**config.mk**
```make
export PLATFORM = sky130hd
export DESIGN_NAME = btn_debounce
export DESIGN_NICKNAME = d
export VERILOG_FILES = /design/src/rtl/btn_debounce.sv
export SDC_FILE = /design/constraint.sdc
export NUM_CORES = 1
export LEC_CHECK = 0
export CAP_MARGIN = 20
export CORE_ASPECT_RATIO = 1.1
export CORE_MARGIN = 4
export CORE_UTILIZATION = 55
export DETAILED_ROUTE_END_ITERATION = 6
export PLACE_DENSITY_LB_ADDON = 0.05
export SYNTH_ARGS = -nofsm -noshare
export SYNTH_HDL_FRONTEND = slang
export SYNTH_SLANG_ARGS = --single-unit
export TNS_END_PERCENT = 50
```
**constraint.sdc**
```tcl
create_clock -name clk -period 5.1 [get_ports clk]
set_input_delay 1.02 -clock clk [delete_from_list [all_inputs] [get_ports clk]]
set_output_delay 1.02 -clock clk [all_outputs]
set_load 0.005 [all_outputs]
```
**src/rtl/btn_debounce.sv**
```systemverilog
// Pushbutton conditioner: 2-flop synchronizer, counter-based debounce, and one-cycle press/release/long-press events.
// The release event port is named release_evt because `release` is a reserved word in SystemVerilog.
module btn_debounce #(
  parameter int DEBOUNCE_CYCLES   = 120000,
  parameter int LONG_PRESS_CYCLES = 12000000,
  parameter bit ACTIVE_LOW        = 1'b0
) (
  input  logic clk,
  input  logic rst,
  input  logic btn_raw,
  output logic btn,
  output logic press,
  output logic release_evt,
  output logic long_press
);
  localparam int DW = $clog2(DEBOUNCE_CYCLES + 1);
  localparam int HW = $clog2(LONG_PRESS_CYCLES + 1);
  localparam logic [DW-1:0] DLAST = DW'(DEBOUNCE_CYCLES - 1);
  localparam logic [HW-1:0] HMAX  = HW'(LONG_PRESS_CYCLES);
  localparam logic [HW-1:0] HLAST = HW'(LONG_PRESS_CYCLES - 1);

  typedef enum logic [1:0] {
    RELEASED     = 2'b00,
    PRESS_WAIT   = 2'b01,
    PRESSED      = 2'b10,
    RELEASE_WAIT = 2'b11
  } state_t;

  state_t        state;
  logic          sync1, s;
  logic [DW-1:0] dcnt;
  logic [HW-1:0] hcnt;

  // Inversion happens ahead of the first flop so the synchronizer resets to "released".
  always_ff @(posedge clk) begin
    if (rst) begin
      sync1 <= 1'b0;
      s     <= 1'b0;
    end else begin
      sync1 <= btn_raw ^ ACTIVE_LOW;
      s     <= sync1;
    end
  end

  always_ff @(posedge clk) begin
    if (rst) begin
      state       <= RELEASED;
      btn         <= 1'b0;
      dcnt        <= '0;
      hcnt        <= '0;
      press       <= 1'b0;
      release_evt <= 1'b0;
      long_press  <= 1'b0;
    end else begin
      press       <= 1'b0;
      release_evt <= 1'b0;
      long_press  <= 1'b0;
      unique case (state)
        RELEASED, PRESS_WAIT: begin
          if (!s) begin
            state <= RELEASED;
            dcnt  <= '0;
          end else if (dcnt == DLAST) begin
            state <= PRESSED;
            dcnt  <= '0;
            btn   <= 1'b1;
            press <= 1'b1;
            hcnt  <= '0;
          end else begin
            state <= PRESS_WAIT;
            dcnt  <= dcnt + DW'(1);
          end
        end
        PRESSED, RELEASE_WAIT: begin
          if (!s && dcnt == DLAST) begin
            // Release wins over a long press due in the same cycle.
            state       <= RELEASED;
            dcnt        <= '0;
            btn         <= 1'b0;
            release_evt <= 1'b1;
            hcnt        <= '0;
          end else begin
            if (s) begin
              state <= PRESSED;
              dcnt  <= '0;
            end else begin
              state <= RELEASE_WAIT;
              dcnt  <= dcnt + DW'(1);
            end
            if (hcnt != HMAX) begin
              hcnt       <= hcnt + HW'(1);
              long_press <= (hcnt == HLAST);
            end
          end
        end
        default: begin
          state <= RELEASED;
          dcnt  <= '0;
          btn   <= 1'b0;
          hcnt  <= '0;
        end
      endcase
    end
  end
endmodule

```
Yosys cells after proc, flatten, opt, wreduce, memory -nomap -nowiden
Index checks and enable logic that the tools add are counted.
- register bits: 49
- output and inout port bits: 4
- add/sub/neg operators: 2
- eq/ne operators: 10
- multiplexer cells: 21
- bitwise operators: 4
- reductions and logical operators: 10
- operator list (cell ; count):
    24-bit two-way mux ; 4
    17-bit two-way mux ; 4
    24-bit one-hot mux with 2 select lines ; 1
    17-bit one-hot mux with 2 select lines ; 1
    24-bit by 1-bit adder with 24-bit output, second input constant ; 1
    24-bit == test, second input constant ; 1
    24-bit != test, second input constant ; 1
    17-bit by 1-bit adder with 17-bit output, second input constant ; 1
    17-bit == test, second input constant ; 1
    1-bit two-way mux ; 6
    2-bit two-way mux ; 3
    2-bit != test, second input constant ; 3
    3-bit AND reduction ; 2
    2-bit OR reduction ; 3
    2-bit == test, second input constant ; 2
    1-bit inverter ; 4
    2-bit one-hot mux with 2 select lines ; 1
    4-bit OR reduction ; 1
    3-bit != test, second input constant ; 1
    3-bit OR reduction ; 1
    2-bit by 1-bit == test with 1-bit output, second input constant ; 1
    2-bit logical NOT ; 1
    1-bit one-hot mux with 2 select lines ; 1
    1-bit logical AND ; 1
    1-bit logical NOT ; 1

Depth between registers and ports, before layout
Gate-level depths: netlist of the first run.
- word-level depth: 4
- gate-level depth with buffers: 9
- mapped depth without buffers: 8

Least setup slack after synthesis of the first run
OpenSTA, ideal clock, no wires.
- kind: register to register
- from: register dcnt[6]
- to: register hcnt[9]
- setup time: 0.128 ns
- arrival time: 1.902 ns
- path slack: 3.070 ns
- cell stages (with the launch flop): 8
- path buffers: 1
- clock period less this slack: 2.030 ns
- cell sequence: dfxtp_1 -> or4b_1 -> or3_4 -> o31a_1 -> buf_6 -> and3_1 -> a211oi_2 -> nor2_1
- longest elaborated chain between the ends: 4
- elaborated cells between the ends (all ways): 7
- classes of those cells: eq/ne: 3; mux: 2; reduce/logical: 2
- RTL lines (element ; line ; RTL):
    start: declaration ; 31 ; logic [DW-1:0] dcnt;
    start signal: assignment ; 71 ; dcnt <= dcnt + DW'(1);
    start signal: assignment ; 88 ; dcnt <= dcnt + DW'(1);
    17-bit == test * ; 63, 75 ;
    1-bit logical AND ; 75 ; if (!s && dcnt == DLAST) begin
    3-bit != test (no line) / 24-bit two-way mux (equally long branches) ; n/a ;
    3-bit AND reduction (no line) / 24-bit one-hot mux with 2 select lines (equally long branches) ; n/a ;
    end signal: assignment ; 91 ; hcnt <= hcnt + HW'(1);
    end: declaration ; 32 ; logic [HW-1:0] hcnt;
Mark *: on every way between the ends. The rest lies on a longest branch, timed or not.
A chain may end at the register's enable or synchronous reset.

==> results.cfg, run 1 <==
[run_status]
status = finished, final reports clean

[clock_network]
cts_tree = built
clkLatencyLatePin_ps = 290
clk_pin_slew_ps = 80
cts_hold_buf = 0
ctsLongestPathBuffers = 2
h-tree-depth = 2
cts_made_buffers = 5
cts_resized = 0
postCtsSetupBuffers = 0
cts_sinks = 48
cts_root_buf = clkbuf_8

[place]
hpwl_um = 3410
dp_cells = 336
io_buffers = 6
dp_slack_ps = 2010
place_congestion = 0.800

[pwr]
power_frac_clock_pct = 35.4
cellLeakagePower_nw = 0.813
power_density_mw_per_mm2 = 236
switching_power_w = 0.000125
p_int_w = 0.000472
switching_share_pct = 21.0
seq_power_share_pct = 63.0
vdd_drop_max_mv = 0.157
p_comb_share_pct = 1.6

[worst_setup_path]
startpoint_type = input port
worstPathArrival_ps = 2920
required_ps = 5290
cp-end-kind = flip-flop
critPathBufInv = 2
crit_family = buffers and inverters
worstSetupPathType = input port to flip-flop
slowest_stage = clkdlybuf4s50_1
crit_chain = clkdlybuf4s50_1 -> or3_1 -> inv_1 -> and2_1
cp_max_fo = 27
cp_slowest_stage_delay_ps = 1060

[finish]
syn_to_final_growth_pct = 5.63
nNetsFinal = 297
final_core_util_pct = 62.0
final_common_cell = dfxtp_1
drive_gt1_share_pct = 4.81
antennaDiodeCount = 0
fin_cells = 343
final_cell_mix = 48 x dfxtp_1, 27 x nor2_1, 26 x nand2_1

[sta]
maxSlewViolCount = 0
setup_viol = 0
finalCritPeriodShare_pct = 53.7
worst_pin_slew_ps = 899
slew_headroom_pct = 39.9
fin_ws_ps = 2360
finalSetupTns_ps = 0
fin_skew_ps = 8.60
layout_min_cycle_time_ps = 2740
holdWs_ps = 465
max_freq_mhz = 365
rsz0062_at_grt = false
hold_viol = 0

[detailed_routing]
drt-vias-per-instance = 5.86
drt-pass1-iter-count = 6
ant_nets = 0
drt_iter0_drc = 207
vias = 2009
totalWireLength_um = 4870
wl_per_cell_um = 14.2
drc = 0

[global_route]
grt_max_degree = 28
grt_use_total_pct = 19.1
grt_overflow_total = 0
grt_pass1_wl_um = 8600
antenna_found_initial = 0
grt_pass1_vias = 1920

[yosys]
synth.distinct_cells = 49
synth_top_area_share_pct = 40.1
yosys_warnings = 0
synthCells = 292
synth-edff-count = 0
synth-seq-cells = 48
synth_area_leaders = dfxtp_1 40%, nor2_1 4.2%, nand2_1 4.1%
syn_nets = 298
syn_area_per_cell_um2 = 8.21
yosys.area.top_type = dfxtp_1
syn_area_mm2 = 0.00240
ys.flop_type = dfxtp_1
async_flop_share_pct = 0
yosysSeqAreaShare_pct = 40.1

[die]
rows = 24
die_y_um = 77.3
io_pins = 7
core_area_mm2 = 0.00408
fp.dieW_um = 71.0
dieArea_mm2 = 0.00548
start_util_pct = 58.7

[min_path]
min_path_type = flip-flop to flip-flop

[flow_run]
drv_cap = 0
## cell usage after synthesis, drive strengths merged, types with 5 or more instances
master,instances
a21oi,14
and2,6
and3,10
buf,5
clkbuf,9
dfxtp,48
inv,9
nand2,26
nand3,16
nand4,13
nor2,27
nor2b,6
nor3,9
o21ai,20
or3,12
xnor2,7
xor2,8
## per-layer routing
layer	vias up	GRT usage [%]	wire [um]
met5	-	0	0
met2	37	31.5	2340
li1	1037	-	-
met3	4	4.05	194
met1	931	24.3	2270
met4	0	6.77	70
## state kept, by name (all words and copies together) (netlist names)
register and flops:
press 1, btn 1, s 1, long_press 1
release_evt 1, hcnt 24, state 1, dcnt 17
sync1 1
## layout make-up
class,count,area [um^2]
Tap cell,52,65.1
Fill cell,398,1550
Inverter,9,33.8
Sequential cell,48,961
Clock inverter,1,5.00
Clock buffer,6,72.6
Multi-Input combinational cell,221,1340
Timing Repair Buffer,6,60.1
## final timing paths
path              slack, ps  depth (start not counted)     from       end
setup / recovery       2360                          4      rst   dcnt[1]
setup reg to reg       2540                          6  dcnt[6]  hcnt[17]
hold reg to reg         460                          1    sync1         s
hold / removal          460                          1    sync1         s
## cell families after synthesis
| logic type | after synthesis | share of synthesized area (%) |
|---|---|---|
| compound gates | 52 | 13.5 |
| xor+xnor | 15 | 5.48 |
| fa+ha+maj | 3 | 1.57 |
| buf+inv | 23 | 4.23 |
| flops | 48 | 40.1 |
| mux | 1 | 0.417 |
| simple gates | 150 | 34.8 |
## power by group through the flow
| stage | logic (W) | registers (W) | clock network [W] |
|---|---|---|---|
| after floorplan | 0.00000771 | 0.000384 | 0 |
| after global placement | 0.00000978 | 0.000385 | 0 |
| after detailed placement | 0.00000971 | 0.000385 | 0 |
| after CTS | 0.00000974 | 0.000376 | 0.000217 |
| after global routing | 0.0000107 | 0.000377 | 0.000235 |
| final | 0.00000962 | 0.000376 | 0.000212 |
## through the flow
step | cell area, um^2 | total power (W)
floorplan | 2400 | 0.000392
global placement | 2460 | 0.000395
detailed placement | 2460 | 0.000395
CTS | 2530 | 0.000603
global route | 2530 | 0.000622
finish | 2530 | 0.000598
No activity file was read; power rests on OpenSTA's default activity.
==> run 2, diff against run 1 <==
==> constraint.sdc (replaced) <==
create_clock -name clk -period 2.3 [get_ports clk]
set_input_delay 0.46 -clock clk [delete_from_list [all_inputs] [get_ports clk]]
set_output_delay 0.46 -clock clk [all_outputs]
set_load 0.005 [all_outputs]
==> run 2 against run 1 <==
  * Clock-buffer cell count is 1 higher
  * Via count is 6.0% higher
  * Core utilization is 5.6 points higher
  * Register-to-register slack worse by 2400 ps
  * Non-clock buffer count is 19 higher
  * Cell count is 5.8% higher
  * Die area stayed put
  * Clock skew is 3.5 ps lower
  * Clock power grew to 3.1 times the previous value
==> results.cfg, run 2 (synthesis results as in run 1) <==
[run_status]
status = finished, final reports clean

[global_route]
grt_pass1_vias = 1951
grt_pass1_wl_um = 8940
antenna_found_initial = 0
grt_overflow_total = 0
grt_max_degree = 18
grt_use_total_pct = 20.0

[sta]
rsz0062_at_grt = false
hold_viol = 0
slew_headroom_pct = 63.1
layout_min_cycle_time_ps = 2180
finalCritPeriodShare_pct = 94.8
fin_skew_ps = 5.10
max_freq_mhz = 459
finalSetupTns_ps = 0
maxSlewViolCount = 0
worst_pin_slew_ps = 549
setup_viol = 0

[place]
place_congestion = 0.872
io_buffers = 6
hpwl_um = 3800
placed_area_mm2 = 0.00262

[finish]
final_area_mm2 = 0.00276
largestRegisters = hcnt x24, dcnt x17
nNetsFinal = 316
top_register = hcnt
fillers = 344
drive_gt1_share_pct = 11.6
largest_reg_flops = 24
antennaDiodeCount = 0
syn_to_final_growth_pct = 15.2
final_common_cell = dfxtp_1
final_cell_mix = 47 x dfxtp_1, 27 x nor2_1, 26 x nand2_1

[pwr]
power_density_mw_per_mm2 = 550
switching_power_w = 0.000290
switching_share_pct = 19.1
p_int_w = 0.00123
power_frac_clock_pct = 43.1
seq_power_share_pct = 54.9
cellLeakagePower_nw = 0.946
p_comb_share_pct = 2.0
vdd_drop_max_mv = 0.501

[clock_network]
cts_sinks = 48
postCtsSetupBuffers = 0
cts_made_buffers = 5
cts_root_buf = clkbuf_8
clkLatencyLatePin_ps = 300
cts_hold_buf = 0
clk_pin_slew_ps = 90
ctsLongestPathBuffers = 2
h-tree-depth = 2
cts_resized = 0
cts_tree = built

[flow_run]
drv_cap = 0

[detailed_routing]
totalWireLength_um = 5150
ant_nets = 0
drt-vias-per-instance = 5.87
wl_per_cell_um = 14.2
vias = 2129
drt_iter0_drc = 142
drc = 0
drt-pass1-iter-count = 4

[min_path]
hold_depth = 1
hold_start = dcnt[0]
hold_end = dcnt[0]
min_path_type = flip-flop to flip-flop

[die]
fp.dieW_um = 71.0
io_pins = 7
die_y_um = 77.3
dieArea_mm2 = 0.00548
rows = 24
core_area_mm2 = 0.00408
start_util_pct = 58.7

[worst_setup_path]
worstSetupPathType = flip-flop to flip-flop
r2r_start = dcnt[6]
cp-end-kind = flip-flop
startpoint_type = flip-flop
timing.rr.end = hcnt[17]
rr_worst_depth = 6
required_ps = 2490
cp_max_fo = 10
startpoint = dcnt[6]
worstPathArrival_ps = 2370
reg2reg_setup_slack_ps = 120
[run 2: cell count changes in the layout (fill, tap and decap cells not counted), sizes merged]
cell and change:
buf +19, bufinv +1, clkbuf +1, clkinv -1
[run 2: final cells by class]
cell class              instances  area [um^2]  area share [%]
multi-input cells             221         1350            48.8
clock inverters                 1         30.0            1.09
clock buffers                   7         96.3            3.49
well taps                      52         65.1            2.36
repair buffers                 25          228            8.24
inverters                       9         33.8            1.22
flip-flops and latches         48          962            34.8
[run 2: worst max-delay path, cell delays in order, from the launching register on]
cell and delay [ps]:
dfxtp_1 360, or4b_1 520, or3_4 360, o31a_1 390, nand3b_2 230, or3_1 140
o211ai_1 80
[run 2: how the worst max path moves through the flow]
stage / to / slack, ps / cells past startpoint
after floorplan: hcnt[9] / 270 / 7
after global placement: hcnt[3] / 180 / 6
after detailed placement: hcnt[3] / 140 / 6
after CTS: hcnt[4] / 110 / 6
after global routing: hcnt[18] / 30 / 7
final: hcnt[17] / 120 / 6
[run 2: metal layers]
metal | global-route usage (%) | up-vias | routed length [um]
met5 | 0 | - | 0
met4 | 6.77 | 0 | 94
met3 | 4.58 | 11 | 226
met2 | 33.4 | 35 | 2580
met1 | 25.0 | 1003 | 2240
li1 | - | 1080 | -
[run 2: power groups by stage]
stage,combinational (W),sequential [W],clock (W)
after detailed placement,0.0000287,0.000854,0
after floorplan,0.0000171,0.000853,0
after global placement,0.0000291,0.000854,0
after global routing,0.0000323,0.000836,0.000708
after CTS,0.0000290,0.000835,0.000676
final,0.0000297,0.000835,0.000656
[run 2: per-stage QoR]
step	total power [W]	cells	worst slack [ps]	utilization (%)	hold WS, ps
after floorplan	0.000870	292	270	-	414
after global placement	0.000884	355	179	64.2	421
final	0.00152	363	121	67.6	434
after global routing	0.00158	363	26.6	67.6	464
after CTS	0.00154	363	108	67.3	447
after detailed placement	0.000883	355	140	64.2	440
==> run 3, diff against run 2 <==
--- a/config.mk
+++ b/config.mk
@@ -11,6 +11,7 @@
 export CORE_UTILIZATION = 55
 export DETAILED_ROUTE_END_ITERATION = 6
 export PLACE_DENSITY_LB_ADDON = 0.05
+export SLEW_MARGIN = 0
 export SYNTH_ARGS = -nofsm -noshare
 export SYNTH_HDL_FRONTEND = slang
 export SYNTH_SLANG_ARGS = --single-unit
==> constraint.sdc (replaced) <==
create_clock -name clk -period 2.5 [get_ports clk]
set_input_delay 0.5 -clock clk [delete_from_list [all_inputs] [get_ports clk]]
set_output_delay 0.5 -clock clk [all_outputs]
set_load 0.005 [all_outputs]
==> run 3 against run 2 <==
  * Clock power shrank 16%
  * Fmax down 2.5%
  * Sequential share of layout area rose by 1.4 points
  * Total power shrank 12%
  * Combinational power is 18% lower
  * Clock-buffer cell count down 2
==> results.cfg, run 3 (synthesis results as in run 1) <==
[clock_network]
ctsLongestPathBuffers = 2
cts_tree = built
cts_resized = 0
cts_hold_buf = 0
h-tree-depth = 2
clk_pin_slew_ps = 90
postCtsSetupBuffers = 0
clkLatencyLatePin_ps = 290
cts_root_buf = clkbuf_8
cts_made_buffers = 5
cts_sinks = 48

[sta]
slew_headroom_pct = 56.5
fin_skew_ps = 5.61
worst_pin_slew_ps = 650
hold_viol = 0
rsz0062_at_grt = false
finalSetupTns_ps = 0
max_freq_mhz = 448
holdWs_ps = 463
layout_min_cycle_time_ps = 2230
setup_viol = 0
finalCritPeriodShare_pct = 89.4
maxSlewViolCount = 0

[detailed_routing]
drt-vias-per-instance = 5.85
drt_iter0_drc = 79
ant_nets = 0
drt-pass1-iter-count = 4
drc = 0
vias = 2077
totalWireLength_um = 5050
wl_per_cell_um = 14.2

[finish]
largest_reg_flops = 24
multi_input_area_mm2 = 0.00134
final_common_cell = dfxtp_1
largestRegisters = hcnt x24, dcnt x17
antennaDiodeCount = 0
syn_to_final_growth_pct = 10.5
top_register = hcnt
final_cell_mix = 48 x dfxtp_1, 27 x nor2_1, 26 x nand2_1
fillers = 375
ff_latch_area_um2 = 961
final_area_mm2 = 0.00265
nNetsFinal = 308
drive_gt1_share_pct = 8.91

[pwr]
vdd_drop_max_mv = 0.461
p_int_w = 0.00107
power_density_mw_per_mm2 = 507
switching_share_pct = 20.1
cellLeakagePower_nw = 0.877
seq_power_share_pct = 57.2
p_comb_share_pct = 1.8
total_power_w = 0.00134
power_frac_clock_pct = 41.0
switching_power_w = 0.000270

[min_path]
min_path_type = flip-flop to flip-flop
hold_start = sync1

[worst_setup_path]
crit_path_frequent_cell = and2_1
cp-end-kind = flip-flop
startpoint = dcnt[0]
crit_end = hcnt[5]
cp_max_fo = 10
startpoint_type = flip-flop
reg2reg_setup_slack_ps = 270
required_ps = 2730
rr_worst_depth = 7
slowest_stage = or4_1
cp_slowest_stage_delay_ps = 540
critPathBufInv = 0
crit_chain = ha_1 -> and2_1 -> and2_1 -> nand4_1 -> a2bb2oi_2 -> or4_1 -> a21boi_0
r2r_start = dcnt[0]
timing.rr.end = hcnt[5]
worstPathArrival_ps = 2460
worstSetupPathType = flip-flop to flip-flop
path_depth = 7
crit_family = simple AND/OR/NAND/NOR gates

[flow_run]
drv_cap = 0

[die]
io_pins = 7
fp.dieW_um = 71.0
die_y_um = 77.3
core_area_mm2 = 0.00408
dieArea_mm2 = 0.00548
rows = 24
start_util_pct = 58.7

[global_route]
grt_use_total_pct = 19.4
grt_max_degree = 16
grt_overflow_total = 0
grt_pass1_wl_um = 8700
grt_pass1_vias = 1986
antenna_found_initial = 0

[place]
hpwl_um = 3630
place_congestion = 0.850
placed_area_mm2 = 0.00254
io_buffers = 6

[run_status]
status = finished, final reports clean
==> run 3: cell count changes in the layout (fill, tap and decap cells not counted), sizes merged <==
| cell | delta |
|---|---|
| buf | -8 |
| clkbuf | -2 |
| clkinv | +1 |
| clkinvlp | +1 |
==> run 3: stage by stage <==
stage	util [%]	worst slack [ps]	std cells
floorplan	-	470	292
global placement	62.2	342	347
detailed placement	62.2	309	347
CTS	64.9	270	355
global route	64.9	5.33	355
finish	64.9	266	355
==> run 3: how the worst min path moves through the flow <==
| stage | slack, ps | cells past startpoint | endpoint |
|---|---|---|---|
| CTS | 460 | 1 | s |
| global placement | 440 | 1 | dcnt[0] |
| detailed placement | 450 | 1 | s |
| finish | 460 | 1 | s |
| global route | 480 | 1 | s |
| floorplan | 410 | 1 | s |
==> run 3: power by group through the flow <==
| stage | registers, W | clock network, W | logic, W |
|---|---|---|---|
| after floorplan | 0.000784 | 0 | 0.0000157 |
| after global placement | 0.000786 | 0 | 0.0000241 |
| after detailed placement | 0.000786 | 0 | 0.0000240 |
| after CTS | 0.000768 | 0.000566 | 0.0000240 |
| after global routing | 0.000769 | 0.000600 | 0.0000258 |
| final | 0.000768 | 0.000550 | 0.0000243 |
==> run 3: area by class of cell <==
| cell class | instances | share of cell area [%] |
|---|---|---|
| multi-input cells | 221 | 50.4 |
| flip-flops and latches | 48 | 36.3 |
| repair buffers | 17 | 5.38 |
| clock buffers | 5 | 2.60 |
| well taps | 52 | 2.46 |
| clock inverters | 3 | 1.61 |
| inverters | 9 | 1.27 |
==> run 3: metal layers <==
metal | routed length (um) | track usage (%)
met5 | 0 | 0
met4 | 129 | 9.96
met3 | 179 | 4.05
met2 | 2470 | 31.9
met1 | 2270 | 23.7
==> run 3: worst reg2reg max path, delay by kind of cell, from the launching register on <==
family | cells | cell delay (ps)
compound gates | 2 | 420
fa+ha+maj | 1 | 210
flops | 1 | 370
simple gates | 4 | 1170
